$ cat src/rtl/nn_ctrl_pkg.sv
// Shared types and defaults for the network fetch/compute controller.
// Holds the sequencer state enum, layer constants and the default fetch timeout.
package nn_ctrl_pkg;

    typedef enum logic [3:0] {
        IDLE,
        IMG_REQ,
        IMG_WAIT,
        COEF_REQ,
        COEF_WAIT,
        COMPUTE,
        COMP_WAIT,
        FINISH,
        FAULT
    } state_t;

    localparam int unsigned IMG_LAYERS         = 3;
    localparam int unsigned DEF_LAST_LAYER     = 2;
    localparam int unsigned DEF_TIMEOUT_CYCLES = 4096;

endpackage

$ cat src/rtl/fetch_timer.sv
// Fetch watchdog counter.
//   clk, reset_n : clock, async active-low reset
//   clear        : restart the count at zero (asserted on the cycle before a wait state)
//   enable       : count one cycle (asserted while waiting on memory)
//   expired      : count has reached TIMEOUT_CYCLES-1 (decoded from the count register)
module fetch_timer
    import nn_ctrl_pkg::*;
#(
    parameter int unsigned TIMEOUT_CYCLES = DEF_TIMEOUT_CYCLES,
    parameter int unsigned TBITS          = 13
) (
    input  logic clk,
    input  logic reset_n,
    input  logic clear,
    input  logic enable,
    output logic expired
);

    logic [TBITS-1:0] count_q;
    logic [TBITS-1:0] count_d;

    assign expired = (count_q == TBITS'(TIMEOUT_CYCLES - 1));

    // Saturate at the expiry value so the flag stays up until cleared.
    always_comb begin
        count_d = count_q;
        if (clear) begin
            count_d = '0;
        end else if (enable && !expired) begin
            count_d = count_q + TBITS'(1);
        end
    end

    always_ff @(posedge clk or negedge reset_n) begin
        if (!reset_n) begin
            count_q <= '0;
        end else begin
            count_q <= count_d;
        end
    end

endmodule

$ cat src/rtl/layer_fetch_sequencer.sv
// Sequences one inference: fetch image, then per layer fetch coefficients and
// run the compute layer, finally pulse done. A fetch that stalls trips a
// sticky error that only a new start clears.
//   clk, reset_n          : clock, async active-low reset
//   start                 : begin an inference (pulse)
//   get_image, get_coeffs : memory fetch requests (one-cycle pulses); layer = coeff layer
//   mem_busy              : memory interface busy
//   layer_start/layer_idx : compute layer go (pulse) and the layer being computed
//   compute_done          : compute layer finished (pulse)
//   done, error, seq_busy : inference complete (pulse), timeout (sticky), not idle
module layer_fetch_sequencer
    import nn_ctrl_pkg::*;
#(
    parameter int unsigned NUMLAYERS      = 2,
    parameter int unsigned LAST_LAYER     = DEF_LAST_LAYER,
    parameter int unsigned TIMEOUT_CYCLES = DEF_TIMEOUT_CYCLES,
    parameter int unsigned TBITS          = 13
) (
    input  logic                 clk,
    input  logic                 reset_n,
    input  logic                 start,
    output logic                 get_image,
    output logic                 get_coeffs,
    output logic [NUMLAYERS-1:0] layer,
    input  logic                 mem_busy,
    output logic                 layer_start,
    output logic [NUMLAYERS-1:0] layer_idx,
    input  logic                 compute_done,
    output logic                 done,
    output logic                 error,
    output logic                 seq_busy
);

    localparam logic [NUMLAYERS-1:0] LAST_IDX = NUMLAYERS'(LAST_LAYER);

    state_t               state_q, state_d;
    logic [NUMLAYERS-1:0] cur_layer_q, cur_layer_d;
    logic [NUMLAYERS-1:0] layer_q, layer_d;
    logic [NUMLAYERS-1:0] layer_idx_q, layer_idx_d;
    logic                 start_pending_q, start_pending_d;
    logic                 seen_busy_q, seen_busy_d;
    logic                 get_image_q, get_image_d;
    logic                 get_coeffs_q, get_coeffs_d;
    logic                 layer_start_q, layer_start_d;
    logic                 done_q, done_d;
    logic                 error_q, error_d;
    logic                 seq_busy_q, seq_busy_d;

    logic tmr_clear;
    logic tmr_enable;
    logic tmr_expired;

    // Timer restarts while in a request state so it reads zero on wait entry.
    assign tmr_clear  = (state_q == IMG_REQ) || (state_q == COEF_REQ);
    assign tmr_enable = (state_q == IMG_WAIT) || (state_q == COEF_WAIT);

    fetch_timer #(
        .TIMEOUT_CYCLES(TIMEOUT_CYCLES),
        .TBITS         (TBITS)
    ) u_fetch_timer (
        .clk    (clk),
        .reset_n(reset_n),
        .clear  (tmr_clear),
        .enable (tmr_enable),
        .expired(tmr_expired)
    );

    // Next state and next registered outputs.
    always_comb begin
        state_d         = state_q;
        cur_layer_d     = cur_layer_q;
        start_pending_d = start_pending_q;
        seen_busy_d     = seen_busy_q;
        error_d         = error_q;

        case (state_q)
            IDLE: begin
                if (start_pending_q && !mem_busy) begin
                    state_d         = IMG_REQ;
                    start_pending_d = 1'b0;
                end else if (start) begin
                    start_pending_d = 1'b1;
                end
            end
            IMG_REQ: begin
                state_d     = IMG_WAIT;
                seen_busy_d = 1'b0;
            end
            IMG_WAIT: begin
                seen_busy_d = seen_busy_q | mem_busy;
                if (seen_busy_q && !mem_busy) begin
                    state_d     = COEF_REQ;
                    cur_layer_d = '0;
                end else if (tmr_expired) begin
                    state_d = FAULT;
                end
            end
            COEF_REQ: begin
                state_d     = COEF_WAIT;
                seen_busy_d = 1'b0;
            end
            COEF_WAIT: begin
                seen_busy_d = seen_busy_q | mem_busy;
                if (seen_busy_q && !mem_busy) begin
                    state_d = COMPUTE;
                end else if (tmr_expired) begin
                    state_d = FAULT;
                end
            end
            COMPUTE: begin
                state_d = COMP_WAIT;
            end
            COMP_WAIT: begin
                if (compute_done) begin
                    if (cur_layer_q == LAST_IDX) begin
                        state_d = FINISH;
                    end else begin
                        state_d     = COEF_REQ;
                        cur_layer_d = cur_layer_q + NUMLAYERS'(1);
                    end
                end
            end
            FINISH: begin
                state_d = IDLE;
            end
            FAULT: begin
                // Start only acknowledges the fault; a fetch needs a further start.
                if (start) begin
                    state_d = IDLE;
                    error_d = 1'b0;
                end
            end
            default: begin
                state_d = IDLE;
            end
        endcase

        if (state_d == FAULT) begin
            error_d = 1'b1;
        end

        get_image_d   = (state_d == IMG_REQ);
        get_coeffs_d  = (state_d == COEF_REQ);
        layer_start_d = (state_d == COMPUTE);
        done_d        = (state_d == FINISH);
        seq_busy_d    = (state_d != IDLE);
        layer_d       = (state_d == COEF_REQ) ? cur_layer_d : layer_q;
        layer_idx_d   = (state_d == COMPUTE) ? cur_layer_d : layer_idx_q;
    end

    always_ff @(posedge clk or negedge reset_n) begin
        if (!reset_n) begin
            state_q         <= IDLE;
            cur_layer_q     <= '0;
            layer_q         <= '0;
            layer_idx_q     <= '0;
            start_pending_q <= 1'b0;
            seen_busy_q     <= 1'b0;
            get_image_q     <= 1'b0;
            get_coeffs_q    <= 1'b0;
            layer_start_q   <= 1'b0;
            done_q          <= 1'b0;
            error_q         <= 1'b0;
            seq_busy_q      <= 1'b0;
        end else begin
            state_q         <= state_d;
            cur_layer_q     <= cur_layer_d;
            layer_q         <= layer_d;
            layer_idx_q     <= layer_idx_d;
            start_pending_q <= start_pending_d;
            seen_busy_q     <= seen_busy_d;
            get_image_q     <= get_image_d;
            get_coeffs_q    <= get_coeffs_d;
            layer_start_q   <= layer_start_d;
            done_q          <= done_d;
            error_q         <= error_d;
            seq_busy_q      <= seq_busy_d;
        end
    end

    assign get_image   = get_image_q;
    assign get_coeffs  = get_coeffs_q;
    assign layer       = layer_q;
    assign layer_start = layer_start_q;
    assign layer_idx   = layer_idx_q;
    assign done        = done_q;
    assign error       = error_q;
    assign seq_busy    = seq_busy_q;

endmodule

$ cat config.mk
export PLATFORM = sky130hd
export DESIGN_NAME = layer_fetch_sequencer
export DESIGN_NICKNAME = d
export VERILOG_FILES = /design/src/rtl/nn_ctrl_pkg.sv /design/src/rtl/fetch_timer.sv /design/src/rtl/layer_fetch_sequencer.sv
export SDC_FILE = /design/constraint.sdc
export NUM_CORES = 1
export LEC_CHECK = 0
export CELL_PAD_IN_SITES_DETAIL_PLACEMENT = 2
export CELL_PAD_IN_SITES_GLOBAL_PLACEMENT = 2
export CORE_UTILIZATION = 35
export DETAILED_ROUTE_END_ITERATION = 10
export DONT_BUFFER_PORTS = 1
export PLACE_DENSITY = 0.75
export SYNTH_ARGS = -nofsm -noshare
export SYNTH_HDL_FRONTEND = slang
export SYNTH_SLANG_ARGS = --single-unit
$ cat constraint.sdc
create_clock -name clk -period 3.1 [get_ports clk]
set_input_delay 0.31 -clock clk [delete_from_list [all_inputs] [get_ports clk]]
set_output_delay 0.31 -clock clk [all_outputs]
set_load 0.01 [all_outputs]
==> flow_summary.json <==
{
  "syn_to_final_growth_pct": 11.82,
  "arrival_ns": 2.51,
  "drt_iter0_drc": 46,
  "die_y_um": 67.99,
  "cp_max_fo": 6,
  "setup_violations": 0,
  "clock-skew-final_ns": 0.005185,
  "setup_tns_ns": 0,
  "grt_first_pass_wirelength_um": 6354,
  "drc_errors": 0,
  "synth_area_leaders": "dfrtp_1, xnor2_1, nor2_1",
  "grt_usage": 0.1932,
  "drive_gt1_frac": 0.1097,
  "core_area_um2": 4086,
  "grt_overflow": 0,
  "cts_root_buf": "clkbuf_8",
  "mostFrequentLayoutCells": "dfrtp_1, nor2_1, nand2_1, inv_1, xnor2_1",
  "grt_max_degree": 32,
  "dieArea_um2": 4622,
  "clk_latency_ns": 0.28,
  "antenna_cells": 0,
  "worst_setup_path_end_kind": "register",
  "wl_um": 3642,
  "finalHoldViolations": 0,
  "relSlewSlack": 0.3446,
  "cts.sinks": 31,
  "gp_congestion": 0.7956,
  "synth_warnings": 0,
  "critPathLaunchType": "register",
  "holdCritPathClass": "in -> reg",
  "via_per_inst": 5.356,
  "cts_tree": "yes",
  "period_share": 0.7467,
  "synth.top_cell.area_share": 0.5090,
  "reg2reg_setup_slack_ns": 0.79,
  "yosysSeqAreaShare": 0.5090,
  "ioPinCount": 15,
  "synth_cell_type_count": 35,
  "finalNetCount": 162,
  "cap_viol_max_count": 0,
  "numPortBuffers": 0,
  "htreeDepth": 2,
  "powerDensity_nw_per_um2": 837.4,
  "utilization": 0.4170,
  "rsz0062_at_grt": "false",
  "fmax_ghz": 0.4320,
  "drtPass1Iterations": 4,
  "avgSynthCellArea_um2": 10.30,
  "cts_buffers": 5,
  "synth-seq-cells": 31,
  "max-vdd-ir-drop_v": 0.0003891,
  "drv_slew": 0,
  "wl_per_cell_um": 17.77,
  "syn_area_um2": 1524,
  "tightest_slew_ns": 0.9741,
  "syn_inst": 148,
  "outcome": "complete, no violations",
  "power.leakage_nw": 0.7658,
  "fin_crit_ns": 2.315,
  "syn_nets": 156,
  "critPathRequiredTime_ns": 3.30,
  "antenna_found_initial": 0,
  "start_util": 0.3729,
  "post-dp-hpwl_um": 2676,
  "die_w_um": 67.99,
  "clk_path_buf_depth": 2,
  "placementRows": 23,
  "clk_pin_slew_ns": 0.06,
  "ant_nets": 0,
  "crit_type": "reg -> reg",
  "vias": 1098,
  "grt_pass1_vias": 1244,
  "mostFrequentLayoutCell": "dfrtp_1",
  "yosysTopAreaCell": "dfrtp_1"
}
==> path summary, 6_finish.rpt <==
check / startpoint / to / cells after the start
max: u_fetch_timer.count_q[0] / u_fetch_timer.count_q[2] / 6
min: mem_busy / seen_busy_q / 2
max reg2reg: u_fetch_timer.count_q[0] / u_fetch_timer.count_q[2] / 6
min reg2reg: u_fetch_timer.count_q[3] / u_fetch_timer.count_q[3] / 1
max in group asynchronous: reset_n / cur_layer_q[0] / 2
min in group asynchronous: reset_n / state_q[2] / 2
==> per-layer routing <==
metal / global-route usage / part of all wire
met5: 0 / 0
met4: 0.06250 / 0.012
met3: 0.05000 / 0.033
met2: 0.3223 / 0.50
met1: 0.2412 / 0.46
==> per-stage QoR <==
step | instances | hold slack (ns) | power (W) | setup slack (ns) | area, µm²
after global placement | 195 | 0.01506 | 0.001027 | 1.060 | 1574
after global routing | 205 | 0.1760 | 0.001542 | 0.5229 | 1704
after floorplan | 148 | 0.01441 | 0.0009520 | 1.175 | 1524
after CTS | 205 | 0.1821 | 0.001455 | 0.7538 | 1704
after detailed placement | 195 | 0.01511 | 0.001073 | 0.7716 | 1574
final | 205 | 0.1950 | 0.001427 | 0.7853 | 1704
==> flip-flops by register name (all words and copies together) (netlist names) <==
signal / count
layer_idx: 2
seq_busy: 1
cur_layer_q: 2
layer: 2
done: 1
error: 1
start_pending_q: 1
u_fetch_timer.count_q: 13
layer_start: 1
get_coeffs: 1
seen_busy_q: 1
state_q: 4
get_image: 1
==> synth_stat cells, drive strengths merged <==
library cell,count
or4,1
clkbuf,2
nand3,5
a21oi,3
nand2,12
xor2,1
mux2,2
buf,1
a32oi,1
nor2,20
and4,1
nand2b,5
nand3b,1
a211o,1
nor4,5
a211oi,2
a22o,2
inv,10
nand4,5
nor3,5
nor2b,4
xnor2,9
or2,1
o21ai,4
ha,3
o311a,1
and3,1
a31oi,3
mux2i,2
and4b,1
and2,2
o2bb2a,1
dfrtp,31
==> worst max-delay path, stage by stage, from the launching register on <==
cell	delay, ns
dfrtp_1	0.41
ha_1	0.20
nand3_1	0.16
nor4_1	0.84
nor2_1	0.25
nand2_1	0.16
mux2i_1	0.21
==> final cells by class <==
type                       count  area, µm²
inverter                      10      37.54
clock buffer                   8      100.1
multi-input combinational    104      698.2
timing repair buffer           2      30.03
tap                           50      62.56
fill                         442       2382
sequential                    31      775.7
==> logic make-up (layout without fill, tap and decap cells) <==
family / Yosys count / in the layout / share of synthesized area
simple gates: 69 / 69 / 0.2406
flops: 31 / 31 / 0.5090
buf+inv: 13 / 20 / 0.03284
mux: 4 / 4 / 0.02791
xor+xnor: 10 / 10 / 0.05748
fa+ha+maj: 3 / 3 / 0.02463
compound gates: 18 / 18 / 0.1076
==> power by group <==
group,internal [W],switching [W],total [W]
clock network,0.000202,0.000148,0.000350
logic,0.000170,0.000288,0.000457
registers,0.000507,0.000113,0.000620
==> timing repair <==
item,4_1_cts,5_1_grt
endpoints found under the hold margin,31,0
hold buffers,2,0
gates resized for setup,0,0
buffers inserted,0,0
No activity file was read; power rests on OpenSTA's default activity.
